## config.mk

```make
export PLATFORM = sky130hd
export DESIGN_NAME = pico_bus_arbiter
export DESIGN_NICKNAME = d
export VERILOG_FILES = /design/src/rtl/pico_bus_arbiter.sv
export SDC_FILE = /design/constraint.sdc
export NUM_CORES = 1
export LEC_CHECK = 0
export ABC_CLOCK_PERIOD_IN_PS = 1830
export BUFFER_PORTS_ARGS = -buffer_cell sky130_fd_sc_hd__buf_4
export CAP_MARGIN = 25
export CELL_PAD_IN_SITES_DETAIL_PLACEMENT = 2
export CELL_PAD_IN_SITES_GLOBAL_PLACEMENT = 2
export CORE_UTILIZATION = 25
export CTS_BUF_LIST = sky130_fd_sc_hd__clkbuf_8
export DETAILED_ROUTE_END_ITERATION = 16
export GPL_TIMING_DRIVEN = 0
export PLACE_DENSITY_LB_ADDON = 0.2
export SYNTH_ARGS = -nofsm -noshare
export SYNTH_HDL_FRONTEND = slang
export SYNTH_SLANG_ARGS = --single-unit
```

## constraint.sdc

```tcl
create_clock -name PicoClk -period 1.83 [get_ports PicoClk]
set_input_delay 0.2745 -clock PicoClk [delete_from_list [all_inputs] [get_ports PicoClk]]
set_output_delay 0.2745 -clock PicoClk [all_outputs]
set_load 0.05 [all_outputs]
```

## src/rtl/pico_bus_arbiter.sv

```systemverilog
// pico_bus_arbiter
// Round-robin arbiter that shares one 32-bit PicoBus slave port among NUM_REQ
// local requesters. One transaction is in flight at a time: a grant becomes a
// single-cycle PicoRd/PicoWr strobe, and the read data returns to the winner
// RD_LATENCY cycles after the strobe.
module pico_bus_arbiter #(
    parameter int unsigned NUM_REQ    = 4,
    parameter int unsigned RD_LATENCY = 1
) (
    input  logic                  PicoClk,
    input  logic                  PicoRst,
    input  logic [NUM_REQ-1:0]    ReqValid,
    input  logic [NUM_REQ-1:0]    ReqWrite,
    input  logic [32*NUM_REQ-1:0] ReqAddr,
    input  logic [32*NUM_REQ-1:0] ReqData,
    output logic [NUM_REQ-1:0]    ReqReady,
    output logic [NUM_REQ-1:0]    RespValid,
    output logic [31:0]           RespData,
    output logic                  Busy,
    output logic [31:0]           PicoAddr,
    output logic [31:0]           PicoDataIn,
    output logic                  PicoRd,
    output logic                  PicoWr,
    input  logic [31:0]           PicoDataOut
);

    localparam int unsigned IDX_W = (NUM_REQ > 1) ? $clog2(NUM_REQ) : 1;
    localparam int unsigned CNT_W = 4;

    typedef enum logic [1:0] {
        ST_IDLE,
        ST_ISSUE,
        ST_WAIT,
        ST_RESP
    } state_t;

    state_t               r_state;
    logic [IDX_W-1:0]     r_last;
    logic [IDX_W-1:0]     r_win;
    logic                 r_write;
    logic [CNT_W-1:0]     r_cnt;
    logic [NUM_REQ-1:0]   r_resp_valid;
    logic [31:0]          r_resp_data;
    logic [31:0]          r_pico_addr;
    logic [31:0]          r_pico_data_in;
    logic                 r_pico_rd;
    logic                 r_pico_wr;

    logic                 w_found;
    logic [IDX_W-1:0]     w_win;
    logic [NUM_REQ-1:0]   w_grant;
    logic [NUM_REQ-1:0]   w_win_onehot;
    logic                 w_sel_write;
    logic [31:0]          w_sel_addr;
    logic [31:0]          w_sel_data;
    int unsigned          w_idx;

    // Round-robin search starting one past the last winner, wrapping mod NUM_REQ;
    // the winner's request fields are selected in the same pass.
    always_comb begin
        w_found     = 1'b0;
        w_win       = '0;
        w_sel_write = 1'b0;
        w_sel_addr  = '0;
        w_sel_data  = '0;
        w_idx       = 0;
        for (int unsigned k = 1; k <= NUM_REQ; k++) begin
            w_idx = (32'(r_last) + k) % NUM_REQ;
            if (!w_found && ReqValid[IDX_W'(w_idx)]) begin
                w_found     = 1'b1;
                w_win       = IDX_W'(w_idx);
                w_sel_write = ReqWrite[IDX_W'(w_idx)];
                w_sel_addr  = ReqAddr[32*w_idx +: 32];
                w_sel_data  = ReqData[32*w_idx +: 32];
            end
        end
    end

    // One-hot decode of the current search result and of the latched winner.
    always_comb begin
        w_grant      = '0;
        w_win_onehot = '0;
        if (w_found) begin
            w_grant[w_win] = 1'b1;
        end
        w_win_onehot[r_win] = 1'b1;
    end

    // Accept pulse exists only in IDLE; suppressed while reset is asserted so a
    // requester never sees an accept that the FSM does not take.
    always_comb begin
        ReqReady = '0;
        if (r_state == ST_IDLE && !PicoRst) begin
            ReqReady = w_grant;
        end
    end

    // Transaction FSM with registered bus strobes, address/data and responses.
    always_ff @(posedge PicoClk) begin
        if (PicoRst) begin
            r_state        <= ST_IDLE;
            r_last         <= IDX_W'(NUM_REQ - 1);
            r_win          <= '0;
            r_write        <= 1'b0;
            r_cnt          <= '0;
            r_resp_valid   <= '0;
            r_resp_data    <= '0;
            r_pico_addr    <= '0;
            r_pico_data_in <= '0;
            r_pico_rd      <= 1'b0;
            r_pico_wr      <= 1'b0;
        end else begin
            case (r_state)
                ST_IDLE: begin
                    if (w_found) begin
                        r_win          <= w_win;
                        r_last         <= w_win;
                        r_write        <= w_sel_write;
                        r_pico_addr    <= w_sel_addr;
                        r_pico_data_in <= w_sel_data;
                        r_pico_rd      <= !w_sel_write;
                        r_pico_wr      <= w_sel_write;
                        r_state        <= ST_ISSUE;
                    end
                end
                ST_ISSUE: begin
                    // Bus outputs are only non-zero during ISSUE.
                    r_pico_addr    <= '0;
                    r_pico_data_in <= '0;
                    r_pico_rd      <= 1'b0;
                    r_pico_wr      <= 1'b0;
                    if (r_write) begin
                        r_resp_valid <= w_win_onehot;
                        r_resp_data  <= '0;
                        r_state      <= ST_RESP;
                    end else begin
                        r_cnt   <= CNT_W'(RD_LATENCY);
                        r_state <= ST_WAIT;
                    end
                end
                ST_WAIT: begin
                    if (r_cnt == CNT_W'(1)) begin
                        r_resp_data  <= PicoDataOut;
                        r_resp_valid <= w_win_onehot;
                        r_state      <= ST_RESP;
                    end else begin
                        r_cnt <= r_cnt - CNT_W'(1);
                    end
                end
                ST_RESP: begin
                    r_resp_valid <= '0;
                    r_state      <= ST_IDLE;
                end
                default: begin
                    r_state <= ST_IDLE;
                end
            endcase
        end
    end

    assign Busy       = (r_state != ST_IDLE);
    assign RespValid  = r_resp_valid;
    assign RespData   = r_resp_data;
    assign PicoAddr   = r_pico_addr;
    assign PicoDataIn = r_pico_data_in;
    assign PicoRd     = r_pico_rd;
    assign PicoWr     = r_pico_wr;

endmodule

```

Word-level counts from Yosys, hierarchy flattened
Index checks and enable logic that the tools add are counted.
{"block": "totals", "ff_bits": 113, "in_bits": 298, "output_inout_bits": 107}
{"block": "classes", "n_addsub": 5, "order_cmp": 8, "n_eq_ne": 9, "shifts": 8, "mux": 63, "reduce_logical": 22}
{"op": "$shiftx 128x8->32", "n": 8}
{"op": "$mux 32", "n": 12}
{"op": "$pmux 32 s2", "n": 3}
{"op": "$mux 4", "n": 6}
{"op": "$mux 1", "n": 21}
{"op": "$lt 2x3->1 const B", "n": 6}
{"op": "$bmux 1 s2", "n": 8}
{"op": "$mux 2", "n": 6}
{"op": "$pmux 4 s3", "n": 1}
{"op": "$ne 2x2->1 const B", "n": 5}
{"op": "$reduce_and 3->1", "n": 3}
{"op": "$pmux 2 s4", "n": 1}
{"op": "$pmux 4 s2", "n": 1}
{"op": "$logic_and 1x1->1", "n": 6}
{"op": "$reduce_and 2->1", "n": 3}
{"op": "$reduce_bool 2->1", "n": 3}
{"op": "$logic_not 1->1", "n": 5}
{"op": "$add 2x1->2 const B", "n": 2}
{"op": "$add 2x2->2 const B", "n": 2}
{"op": "$demux 1 s2", "n": 2}
{"op": "$eq 2x2->1 const B", "n": 2}
{"op": "$eq 4x1->1 const B", "n": 1}
{"op": "$ge 2x1->1 const B", "n": 2}
{"op": "$pmux 1 s2", "n": 2}
{"op": "other kinds (4)", "n": 4}

Depth between registers and ports, before layout
Gate-level depths: netlist of the first run.
{"block": "depth", "word_depth": 19, "depth_mapped": 9, "mapped_depth_nobuf": 7}

Worst setup path after synthesis of the first run
Ideal clock, no wire load.
{"block": "synth_timing", "path_type": "register to output", "from": "reg r_last[1]", "to": "out ReqReady[1]", "arrival_ns": 2.764, "required_ns": 1.556, "slack_ns": -1.209, "path_stages_with_launch": 8, "path_buffers": 4, "path_cell_list": "dfxtp_1 buf_6 buf_2 buf_4 buf_4 a21boi_0 a311oi_1 nor4_1"}
{"block": "synth_via", "elab_chain_cells": 19, "elab_cells_between_ends": 33}
{"item": "start, declared", "line_no": "38", "rtl": "logic [IDX_W-1:0] r_last;"}
{"item": "start signal, assigned", "line_no": "102", "rtl": "r_last <= IDX_W'(NUM_REQ - 1);"}
{"item": "start signal, assigned", "line_no": "117", "rtl": "r_last <= w_win;"}
{"item": "$add 2x1->2", "line_no": "68", "rtl": "w_idx = (32'(r_last) + k) % NUM_REQ;"}
{"item": "$bmux 1 s2", "line_no": "69", "rtl": "if (!w_found && ReqValid[IDX_W'(w_idx)]) begin"}
{"item": "$mux 1 (not written as such)", "line_no": "69"}
{"item": "$mux 1", "line_no": "69"}
{"item": "$logic_not 1->1", "line_no": "69"}
{"item": "$logic_and 1x1->1", "line_no": "69"}
{"item": "$mux 1", "line_no": "69"}
{"item": "$logic_not 1->1", "line_no": "69"}
{"item": "[3 not listed]"}
{"item": "$logic_and 1x1->1", "line_no": "69"}
{"item": "$mux 2", "line_no": "69"}
{"item": "$lt 2x3->1 (not written as such) / $ge 2x1->1 (equally long branches)", "line_no": "84", "rtl": "w_grant[w_win] = 1'b1;"}
{"item": "$logic_and 1x1->1 (not written as such)", "line_no": "84"}
{"item": "$mux 1 (not written as such)", "line_no": "84"}
{"item": "$demux 1 s2", "line_no": "84"}
{"item": "$mux 4 *", "line_no": "83", "rtl": "if (w_found) begin"}
{"item": "$mux 4 *", "line_no": "93", "rtl": "if (r_state == ST_IDLE && !PicoRst) begin"}
{"item": "end, declared", "line_no": "16", "rtl": "output logic [NUM_REQ-1:0] ReqReady,"}
Every way passes the cells marked *; elsewhere a longest branch is shown, timed or not. The select of a mux whose other input is x is not followed.

Worst setup path after layout of the first run
{"block": "layout_timing", "from": "reg r_last[1]", "to": "out ReqReady[0]"}
Same word-level chain as after synthesis.

==> results.yml, run 1 <==
global_routing:
  wire_length_of_the_first_global_routing_pass_um: 99400
  grt-ovfl-total: 0
  first_global_vias: 16200
  overall_fraction_of_global_route_tracks_in_use: 0.282
  initial_antenna_violation_count: 2
  grt_start_max_net_pins: 17
critical_path:
  worst_path_most_repeated_cell: "sky130_fd_sc_hd__buf_12"
  worst-endpoint-required_ns: 1.56
  worst_ep_arrival_time_ns: 2.24
  path_class: "flip-flop to output pin"
  startpoint_type: "flip-flop"
  worst_r2r_path_depth: 11
  critical_path.reg2reg.startpoint: "r_last[1]$_SDFFE_PP1P_"
  critical_path.endpoint_type: "output pin"
  r2r_setup_slack_ns: -0.64
  cp_slowest_cell: "sky130_fd_sc_hd__dfxtp_4"
  crit-reg2reg-capture: "PicoWr$_SDFFE_PP0P_"
  cpPeakStageDelay_ns: 0.37
  path_cells: "buf_12, buf_12, buf_12, a21boi_4, a311oi_4, buf_6, and3b_2, buf_8"
  timing.critical_path.fanout_max: 5
timing:
  rsz_0062_raised_after_global_routing: "yes"
  maxSlewViolCount: 0
  summed_negative_setup_slack_over_all_endpoints_ns: -44.40
  timing.clock.skew_ns: 0.0140
  hold_violations: 0
  final-setup-viol-count: 103
  min_period_over_period: 1.37
  worst_hold_slack_ns: 0.00674
  final_critical_path_setup_slack_ns: -0.681
  worstMarginPinSlew_ns: 0.685
  timing.fmax_mhz: 398
  slew-limit-headroom: 0.543
  final.min_clock_period_ns: 2.51
synthesis:
  netlist_cell_types: 52
  synthArstFlopShare: 0
  synth_seq_area_share: 0.200
  yosysTopAreaCellShare: 0.200
  postSynthNetCount: 1827
  yosys_most_used_dff: "sky130_fd_sc_hd__dfxtp_1"
  synthesis.area_per_instance_um2: 7.45
  yosysTopAreaCell: "sky130_fd_sc_hd__dfxtp_1"
  synthesis.yosys.warnings: 0
  synthTopCellsByCount: "272 x sky130_fd_sc_hd__nor2_1, 238 x sky130_fd_sc_hd__nand2_1, 136 x sky130_fd_sc_hd__mux2i_1"
  synthesis.area_um2: 11300
  postSynthRegisterBits: 113
  synth_top_cells_by_area: "sky130_fd_sc_hd__dfxtp_1 20%, sky130_fd_sc_hd__mux2_2 13%, sky130_fd_sc_hd__mux2i_1 12%, sky130_fd_sc_hd__nor2_1 9.0%, sky130_fd_sc_hd__nand2_1 7.9%"
  synth_most_common_cell: "sky130_fd_sc_hd__nor2_1"
  syn_inst: 1522
  synth-edff-count: 0
layout:
  stdcell_count: 2625
  sequential_standard_cell_area_um2: 2280
  final_nets: 2324
  final_util: 0.405
  filler_cell_count: 5100
  final_layout_size_suffix_gt1_frac: 0.470
  area_of_combinational_cells_with_multiple_inputs_um2: 9280
  area_growth_pct: 58.9
place:
  post_detailed_placement_half_perimeter_wirelength_um: 47200
  port_buffers: 404
  numPlacedInstances: 2518
  dp_worst_setup_slack_ns: -1.16
  gp_congestion: 0.834
drt:
  vias: 14400
  drt-total-wl_um: 67900
  detail_route.drc_violations: 0
  drt_iter0_markers: 580
  drt_pre_antenna_iters: 5
  ant_nets: 0
  dr_vias_cell: 5.48
  wl_per_cell_um: 25.9
clock_network:
  cts_sinks: 113
  cts-root-buf: "sky130_fd_sc_hd__clkbuf_8"
  cts_buffer_depth: 2
  clk_pin_slew_worst_setup_hold_paths_ns: 0.09
  tritoncts: "built"
  ctsHtreeMaxLevel: 4
  cts_inserted_buffers: 17
  worst_skew_pair.late_latency_ns: 0.52
die:
  core_region_area_um2: 44500
  floorplan.io_pins: 405
  die_area_um2: 46200
  dieHeight_um: 215
  initial_core_util: 0.255
  die_x_um: 215
  rows: 77
power_and_ir_drop:
  power_leakage_nw: 7.74
  power_per_cell_area_nw_per_um2: 1640
  vdd_ir_drop_max_mv: 0.775
outcome:
  violated_checks: "setup timing"
  status: "finished, violations left"
flow_run:
  number_of_violations_of_the_max_capacitance_limit: 0
worst_hold_path:
  capture_endpoint_of_the_worst_hold_path: "RespData[23]$_SDFFE_PP0P_"
  min_path_type: "input pin to flip-flop"
  hold_start: "PicoDataOut[23]"
  hold-path-cell-count: 3
[per-layer routing]
| metal | vias to the layer above | part of all wire | track usage |
|---|---|---|---|
| li1 | 6545 | - | - |
| met1 | 7345 | 0.43 | 0.342 |
| met2 | 408 | 0.51 | 0.500 |
| met3 | 86 | 0.043 | 0.0464 |
| met4 | 0 | 0.021 | 0.0955 |
| met5 | - | 0 | 0 |
[critical path, delay by kind of cell, from the launching register on]
| kind | cells | cell delay, ns |
|---|---|---|
| AND/OR/NAND/NOR | 1 | 0.22 |
| AO/OA/AOI/OAI | 2 | 0.39 |
| flip-flops | 1 | 0.37 |
| buffers and inverters | 5 | 0.71 |
[worst max path at each step]
| stage | from | end | depth (start not counted) |
|---|---|---|---|
| 6_report | r_last[1]$_SDFFE_PP1P_ | ReqReady[0] | 8 |
| 5_1_grt | r_last[1]$_SDFFE_PP1P_ | ReqReady[0] | 8 |
| 4_1_cts | r_last[0]$_SDFFE_PP1P_ | ReqReady[0] | 7 |
| 3_5_place_dp | ReqValid[3] | PicoAddr[4]$_SDFFE_PP0P_ | 9 |
| 3_3_place_gp | ReqValid[3] | PicoAddr[12]$_SDFFE_PP0P_ | 9 |
| 2_1_floorplan | r_last[0]$_SDFFE_PP1P_ | ReqReady[1] | 5 |
[cell type report]
type                       count  area share
tap                          592      0.0411
buffer                       148      0.0712
antenna                        1    0.000139
inverter                       8     0.00188
timing repair buffer         480       0.223
multi-input combinational   1251       0.515
sequential                   113       0.127
clock buffer                  17      0.0130
clock inverter                15     0.00757
[metrics by stage]
| step | power (mW) | area (um2) |
|---|---|---|
| after floorplan | 16.5 | 11500 |
| after global placement | 22.4 | 15200 |
| after detailed placement | 22.8 | 15200 |
| after CTS | 28.3 | 17500 |
| after global routing | 30.9 | 18000 |
| final | 29.5 | 18000 |
[layout by cell type (no fill, tap or decap), types with 5 or more instances in the layout]
| cell | synthesis | routed |
|---|---|---|
| sky130_fd_sc_hd__buf_4 | 4 | 454 |
| sky130_fd_sc_hd__nor2_1 | 272 | 269 |
| sky130_fd_sc_hd__nand2_1 | 238 | 234 |
| sky130_fd_sc_hd__mux2_2 | 131 | 131 |
| sky130_fd_sc_hd__mux2i_1 | 136 | 128 |
| sky130_fd_sc_hd__dfxtp_1 | 113 | 107 |
| sky130_fd_sc_hd__a21oi_1 | 107 | 89 |
| sky130_fd_sc_hd__nor3_1 | 70 | 69 |
| sky130_fd_sc_hd__a211oi_1 | 65 | 64 |
| sky130_fd_sc_hd__o221ai_2 | 50 | 63 |
| sky130_fd_sc_hd__a311oi_2 | 0 | 45 |
| sky130_fd_sc_hd__buf_6 | 7 | 31 |
| sky130_fd_sc_hd__buf_12 | 0 | 30 |
| sky130_fd_sc_hd__clkbuf_2 | 0 | 28 |
| sky130_fd_sc_hd__clkbuf_1 | 75 | 23 |
| sky130_fd_sc_hd__nand3_1 | 34 | 23 |
| sky130_fd_sc_hd__clkbuf_8 | 0 | 19 |
| sky130_fd_sc_hd__a21oi_2 | 0 | 17 |
| sky130_fd_sc_hd__buf_2 | 51 | 15 |
| sky130_fd_sc_hd__clkbuf_4 | 0 | 13 |
| sky130_fd_sc_hd__a311oi_1 | 65 | 12 |
| sky130_fd_sc_hd__nand3_2 | 0 | 10 |
| sky130_fd_sc_hd__dlygate4sd3_1 | 0 | 9 |
| sky130_fd_sc_hd__a311oi_4 | 0 | 8 |
| sky130_fd_sc_hd__buf_8 | 0 | 8 |
| sky130_fd_sc_hd__mux2i_2 | 0 | 7 |
| sky130_fd_sc_hd__clkbuf_16 | 0 | 6 |
| sky130_fd_sc_hd__nand2b_1 | 6 | 6 |
| sky130_fd_sc_hd__nor3b_1 | 5 | 5 |
| sky130_fd_sc_hd__buf_16 | 0 | 5 |
[power by group]
part	internal (mW)	switching (mW)
clock network	1.08	1.43
logic	9.01	14.0
registers	3.30	0.661
total	13.4	16.1
[cell families (layout without fill, tap and decap cells)]
logic type,after synthesis,in the layout,share of synthesized area
compound gates,325,325,0.234
xor+xnor,2,2,0.00155
fa+ha+maj,7,7,0.00773
buf+inv,158,668,0.0639
flops,113,113,0.200
mux,271,271,0.258
other cells,0,1,0
simple gates,646,646,0.235
[state kept, by name (all words and copies together), names as in the netlist]
signal	flops
PicoAddr	32
PicoDataIn	32
RespData	32
RespValid	4
r_cnt	4
r_last	2
r_state	2
r_win	2
PicoRd	1
PicoWr	1
r_write	1
[timing repair]
action                                 4_1_cts  5_1_grt
cloned                                      13        5
setup endpoints to repair                  117      111
endpoints found under the hold margin        8        1
gates resized for setup                    299       96
pin swaps                                   44       62
hold buffers                                 8        1
setup buffers                               42       15
(Power assumes the default switching activity.)
==> run 2, diff against run 1 <==
CELL_PAD_IN_SITES_DETAIL_PLACEMENT = 1   (was 2)
CELL_PAD_IN_SITES_GLOBAL_PLACEMENT = 1   (was 2)
CORE_UTILIZATION = 33   (was 25)
SKIP_LAST_GASP = 1   (was default)
==> run 2 against run 1 <==
The run still ends with setup timing left. Combinational power up 3%. Clock power down 4%. Critical path depth unchanged.
==> results.yml, run 2 (same netlist as run 1, synthesis figures left out) <==
clock_network:
  ctsHtreeMaxLevel: 4
  cts_buffer_depth: 2
  clk_pin_slew_worst_setup_hold_paths_ns: 0.08
  cts-root-buf: "sky130_fd_sc_hd__clkbuf_8"
  cts.hold.buffers_added: 0
  tritoncts: "built"
  worst_skew_pair.late_latency_ns: 0.51
  cts_sinks: 113
  cts_inserted_buffers: 17
place:
  dpl-instance-area_um2: 15100
  post_detailed_placement_half_perimeter_wirelength_um: 40000
  port_buffers: 404
  dp_worst_setup_slack_ns: -0.914
  gp_congestion: 0.905
  numPlacedInstances: 2374
die:
  die_area_um2: 35100
  initial_core_util: 0.336
  dieHeight_um: 187
  floorplan.io_pins: 405
  core_region_area_um2: 33700
  die_x_um: 187
  rows: 67
drt:
  wl_per_cell_um: 24.1
  drt-total-wl_um: 60000
  drt_iter0_markers: 1008
  vias: 14600
  dr_vias_cell: 5.87
  detail_route.drc_violations: 0
  ant_nets: 0
  drt_pre_antenna_iters: 4
power_and_ir_drop:
  power.share.switching: 0.526
  vdd_ir_drop_max_mv: 0.784
  internal_power_mw: 14.2
  power_per_cell_area_nw_per_um2: 1650
  pwr-share-clk: 0.081
  design_power_total_mw: 30.0
  power.switching_mw: 15.8
  power_leakage_nw: 7.96
  combPwrFrac: 0.786
  seq_power_share: 0.133
timing:
  final.min_clock_period_ns: 2.52
  timing.clock.skew_ns: 0.0128
  min_period_over_period: 1.38
  rsz_0062_raised_after_global_routing: "yes"
  slew-limit-headroom: 0.488
  hold_violations: 0
  final-setup-viol-count: 71
  timing.fmax_mhz: 397
  worstMarginPinSlew_ns: 0.768
  maxSlewViolCount: 0
  summed_negative_setup_slack_over_all_endpoints_ns: -38.72
  final_critical_path_setup_slack_ns: -0.686
  worst_hold_slack_ns: 0.0473
layout:
  final_util: 0.539
  final_nets: 2336
  stdcell_count: 2495
  area_growth_pct: 60.2
  final_cell_mix: "459 x sky130_fd_sc_hd__buf_4, 262 x sky130_fd_sc_hd__nor2_1, 233 x sky130_fd_sc_hd__nand2_1"
  final_layout_size_suffix_gt1_frac: 0.466
  layout.cell_area.non_filler_um2: 18100
  most_frequent_standard_cell_in_the_layout_excluding_fill_and_tap_cells: "sky130_fd_sc_hd__buf_4"
critical_path:
  timing.critical_path.fanout_max: 10
  crit-reg2reg-capture: "PicoDataIn[14]$_SDFFE_PP0P_"
  cp_slowest_cell: "sky130_fd_sc_hd__dfxtp_4"
  worst_r2r_path_depth: 11
  worst-endpoint-required_ns: 1.56
  r2r_setup_slack_ns: -0.66
  path_class: "flip-flop to output pin"
  worst_ep_arrival_time_ns: 2.24
  path_cells: "buf_12, buf_12, buf_8, nand2_1, a21oi_1, o221a_4, and3b_2, buf_8"
  startpoint_type: "flip-flop"
  critical_path.endpoint_type: "output pin"
  critical_path.reg2reg.startpoint: "r_last[1]$_SDFFE_PP1P_"
  cpPeakStageDelay_ns: 0.37
outcome:
  status: "finished, violations left"
  violated_checks: "setup timing"
worst_hold_path:
  hold_start: "PicoDataOut[21]"
  min_path_type: "input pin to flip-flop"
  hold-path-cell-count: 3
  capture_endpoint_of_the_worst_hold_path: "RespData[21]$_SDFFE_PP0P_"
flow_run:
  number_of_violations_of_the_max_capacitance_limit: 0
global_routing:
  grt-ovfl-total: 0
  first_global_vias: 15600
  overall_fraction_of_global_route_tracks_in_use: 0.324
  initial_antenna_violation_count: 4
  grt_start_max_net_pins: 17
  wire_length_of_the_first_global_routing_pass_um: 89100
==> run 2: metal layers <==
layer	share of wire	up-vias	global-route usage
li1	-	6573	-
met1	0.41	7229	0.396
met2	0.49	683	0.540
met3	0.073	150	0.0756
met4	0.031	4	0.139
met5	0.00045	-	0
==> run 2: power by group through the flow <==
| stage | combinational (mW) | sequential, mW | clock, mW |
|---|---|---|---|
| 6_report | 23.6 | 3.99 | 2.42 |
| 4_1_cts | 22.3 | 3.92 | 2.44 |
| 5_1_grt | 24.6 | 4.06 | 2.56 |
| 2_1_floorplan | 10.3 | 6.22 | 0 |
| 3_5_place_dp | 18.2 | 3.95 | 0 |
| 3_3_place_gp | 17.9 | 3.94 | 0 |
==> run 2: critical path, delay by kind of cell (launching register included) <==
family                 cells  cell delay [ns]
AOI/OAI and AO/OA          2             0.45
buffers and inverters      4             0.56
DFF                        1             0.37
and+or+nand+nor            2             0.36
==> run 2: how the worst max path moves through the flow <==
stage,slack (ns),startpoint,cells after the start,end
final,-0.69,r_last[1]$_SDFFE_PP1P_,8,ReqReady[0]
after global routing,-0.76,r_last[1]$_SDFFE_PP1P_,8,ReqReady[0]
after CTS,-0.67,r_last[1]$_SDFFE_PP1P_,9,ReqReady[0]
after detailed placement,-0.91,r_last[0]$_SDFFE_PP1P_,7,PicoAddr[6]$_SDFFE_PP0P_
after global placement,-0.83,r_last[0]$_SDFFE_PP1P_,7,PicoAddr[5]$_SDFFE_PP0P_
after floorplan,-0.20,r_last[0]$_SDFFE_PP1P_,5,ReqReady[1]
==> run 2: layout make-up <==
class | count | area, um2
Sequential cell | 113 | 2270
Fill cell | 4093 | 15500
Clock inverter | 14 | 120
Antenna cell | 3 | 7.51
Timing Repair Buffer | 492 | 4260
Inverter | 8 | 33.8
Tap cell | 448 | 561
Clock buffer | 18 | 248
Multi-Input combinational cell | 1252 | 9230
Buffer | 147 | 1410
==> run 2: timing repair <==
action,4_1_cts,5_1_grt
cloned,19,2
gates resized for setup,358,74
pin swaps,65,53
endpoints found under the setup margin,115,109
setup buffers,47,29
==> run 3, diff against run 2 <==
ABC_AREA = 1   (was default)
CORE_UTILIZATION = 31   (was 33)
==> run 3 against run 2 <==
Core utilization decreased by 7.3 points. Sequential share of layout area is essentially flat. Critical path depth grew 6. Highest routed layer unchanged. Wire length is 22% higher. The flow still finishes with violations (setup timing). Fmax fell by 11%. Count of clock-buffer cells in the layout is 2 higher. Hold slack hardly changed.
==> results.yml, run 3 <==
power_and_ir_drop:
  power.share.switching: 0.579
  combPwrFrac: 0.819
  power.switching_mw: 20.5
  power_per_cell_area_nw_per_um2: 1940
  seq_power_share: 0.094
  internal_power_mw: 14.8
  design_power_total_mw: 35.3
  vdd_ir_drop_max_mv: 0.921
  pwr-share-clk: 0.087
  power_leakage_nw: 9.08
timing:
  hold_violations: 0
  timing.clock.skew_ns: 0.0459
  worst_hold_slack_ns: 0.0477
  worstMarginPinSlew_ns: 0.922
  timing.fmax_mhz: 355
  rsz_0062_raised_after_global_routing: "yes"
  maxSlewViolCount: 0
  final-setup-viol-count: 110
  min_period_over_period: 1.54
  slew-limit-headroom: 0.385
  final_critical_path_setup_slack_ns: -0.987
  final.min_clock_period_ns: 2.82
critical_path:
  path_cells: "inv_6, buf_8, nand2_4, nand2_1, nand2_2, nand2_2, nor2_4, nand2_4, buf_12, nand3_2, nand4_1, buf_6, nor2_4, buf_8"
  critical_path.endpoint_type: "output pin"
  startpoint_type: "flip-flop"
  worst_ep_arrival_time_ns: 2.54
  critPathLaunch: "r_last[0]$_SDFFE_PP1P_"
  cpPeakStageDelay_ns: 0.43
  critPathBufInv: 5
  kind_of_cell_adding_the_most_delay_to_the_critical_path: "simple AND/OR/NAND/NOR gates"
  worst_r2r_path_depth: 16
  timing.critical_path.fanout_max: 6
  path_class: "flip-flop to output pin"
  critical_path.reg2reg.startpoint: "r_last[0]$_SDFFE_PP1P_"
  timing.critical_path.to: "ReqReady[1]"
  worst-endpoint-required_ns: 1.56
  r2r_setup_slack_ns: -0.53
  cp_slowest_cell: "sky130_fd_sc_hd__dfxtp_4"
  cp_num_cells: 14
  crit-reg2reg-capture: "PicoDataIn[29]$_SDFFE_PP0P_"
clock_network:
  cts_sinks: 113
  cts-root-buf: "sky130_fd_sc_hd__clkbuf_8"
  tritoncts: "built"
  cts.hold.buffers_added: 0
  ctsHtreeMaxLevel: 4
  clk_pin_slew_worst_setup_hold_paths_ns: 0.09
  cts_buffer_depth: 2
  worst_skew_pair.late_latency_ns: 0.54
  cts_inserted_buffers: 17
layout:
  sequential_standard_cell_area_um2: 2270
  stdcell_count: 3441
  filler_cell_count: 5562
  layout.cell_area.non_filler_um2: 18200
  most_frequent_standard_cell_in_the_layout_excluding_fill_and_tap_cells: "sky130_fd_sc_hd__nand2_1"
  final_util: 0.465
  final_layout_size_suffix_gt1_frac: 0.259
  final_nets: 3211
  area_growth_pct: 46.6
  area_of_combinational_cells_with_multiple_inputs_um2: 8900
  final_cell_mix: "795 x sky130_fd_sc_hd__nand2_1, 463 x sky130_fd_sc_hd__buf_4, 424 x sky130_fd_sc_hd__o21ai_0"
drt:
  drt-total-wl_um: 73200
  drt_pre_antenna_iters: 5
  drt_iter0_markers: 1238
  vias: 18800
  wl_per_cell_um: 21.3
  detail_route.drc_violations: 0
  dr_vias_cell: 5.45
  ant_nets: 0
synthesis:
  postSynthRegisterBits: 113
  synthesis.area_per_instance_um2: 5.12
  yosysTopAreaCell: "sky130_fd_sc_hd__nand2_1"
  synth_most_common_cell: "sky130_fd_sc_hd__nand2_1"
  synth_seq_area_share: 0.182
  yosysTopAreaCellShare: 0.249
  synth-edff-count: 0
  synthesis.yosys.warnings: 0
  yosys_most_used_dff: "sky130_fd_sc_hd__dfxtp_1"
  netlist_cell_types: 36
  synthesis.area_um2: 12400
  syn_inst: 2421
  postSynthNetCount: 2726
  synthTopCellsByCount: "822 x sky130_fd_sc_hd__nand2_1, 429 x sky130_fd_sc_hd__o21ai_0, 218 x sky130_fd_sc_hd__nor2_1"
  synth_top_cells_by_area: "sky130_fd_sc_hd__nand2_1 25%, sky130_fd_sc_hd__dfxtp_1 18%, sky130_fd_sc_hd__o21ai_0 17%, sky130_fd_sc_hd__nand3_1 7.3%, sky130_fd_sc_hd__nor2_1 6.6%"
  synthArstFlopShare: 0
die:
  initial_core_util: 0.317
  rows: 72
  dieHeight_um: 202
  floorplan.io_pins: 405
  die_area_um2: 40800
  core_region_area_um2: 39100
  die_x_um: 202
outcome:
  status: "finished, violations left"
  violated_checks: "setup timing"
place:
  numPlacedInstances: 3342
  gp_congestion: 0.952
  dpl-instance-area_um2: 16200
  post_detailed_placement_half_perimeter_wirelength_um: 54100
  port_buffers: 403
global_routing:
  initial_antenna_violation_count: 6
  first_global_vias: 19400
  grt_start_max_net_pins: 17
  wire_length_of_the_first_global_routing_pass_um: 110000
  top_usage_layer: "met2"
  overall_fraction_of_global_route_tracks_in_use: 0.347
  grt-ovfl-total: 0
  global_route.usage.met2: 0.595
  grt_util_met1: 0.416
  gr-usage-met3: 0.0687
flow_run:
  number_of_violations_of_the_max_capacitance_limit: 0
worst_hold_path:
  min_path_type: "input pin to flip-flop"
run 3: worst min-delay path by stage:
stage / start / endpoint / slack (ns) / cells after the start
floorplan: PicoDataOut[27] / RespData[27]$_SDFFE_PP0P_ / 0.44 / 2
global placement: RespData[30]$_SDFFE_PP0P_ / RespData[30]$_SDFFE_PP0P_ / 0.45 / 2
detailed placement: RespData[10]$_SDFFE_PP0P_ / RespData[10]$_SDFFE_PP0P_ / 0.46 / 2
finish: PicoDataOut[0] / RespData[0]$_SDFFE_PP0P_ / 0.05 / 3
CTS: PicoDataOut[0] / RespData[0]$_SDFFE_PP0P_ / 0.02 / 3
global route: PicoDataOut[22] / RespData[22]$_SDFFE_PP0P_ / 0.04 / 3
run 3: logic make-up (layout without fill, tap and decap cells):
| kind of cell | after synthesis | after routing | share of synthesized area |
|---|---|---|---|
| other cells | 0 | 4 | 0 |
| compound gates | 614 | 614 | 0.250 |
| buf+inv | 394 | 892 | 0.133 |
| fa+ha+maj | 7 | 7 | 0.00706 |
| flops | 113 | 113 | 0.182 |
| simple gates | 1290 | 1290 | 0.426 |
| mux | 3 | 3 | 0.00242 |
run 3: final cells by class:
class / instances / share of cell area
diodes: 4 / 0.000550
plain buffers: 191 / 0.0738
clock buffers: 20 / 0.0151
clock inverters: 12 / 0.0112
inverters: 202 / 0.0435
multi-input cells: 1914 / 0.489
flip-flops and latches: 113 / 0.125
well taps: 518 / 0.0356
repair buffers: 467 / 0.206
run 3: per-layer routing:
layer,part of all wire,wire length [um]
met1,0.40,29600
met3,0.074,5390
met5,0.00031,23
met4,0.038,2780
met2,0.48,35400
run 3: power groups by stage:
stage	Combinational [mW]	Sequential (mW)	Clock, mW
4_1_cts	27.3	3.27	3.09
2_1_floorplan	14.3	4.45	0
3_5_place_dp	23.5	3.31	0
3_3_place_gp	22.9	3.29	0
5_1_grt	31.0	3.34	3.20
6_report	28.9	3.31	3.09
run 3: worst register-to-register path, delay by kind of cell, from the launching register on:
kind,cells,cell delay [ns]
flops,1,0.43
buf+inv,6,0.90
compound gates,1,0.05
simple gates,9,0.82
run 3: per-stage QoR:
stage / TNS [ns] / setup WS (ns)
4_1_cts: -24.89 / -0.832
5_1_grt: -47.76 / -1.05
3_3_place_gp: -65.58 / -0.923
6_report: -38.22 / -0.987
3_5_place_dp: -68.51 / -0.944
2_1_floorplan: -0.972 / -0.315
run 3: repair_timing:
item / 4_1_cts / 5_1_grt
hold endpoints to repair: 0 / 0
pin swaps: 28 / 15
gates cloned: 5 / 0
setup buffers: 49 / 10
setup endpoints to repair: 115 / 116
resized for setup: 244 / 72
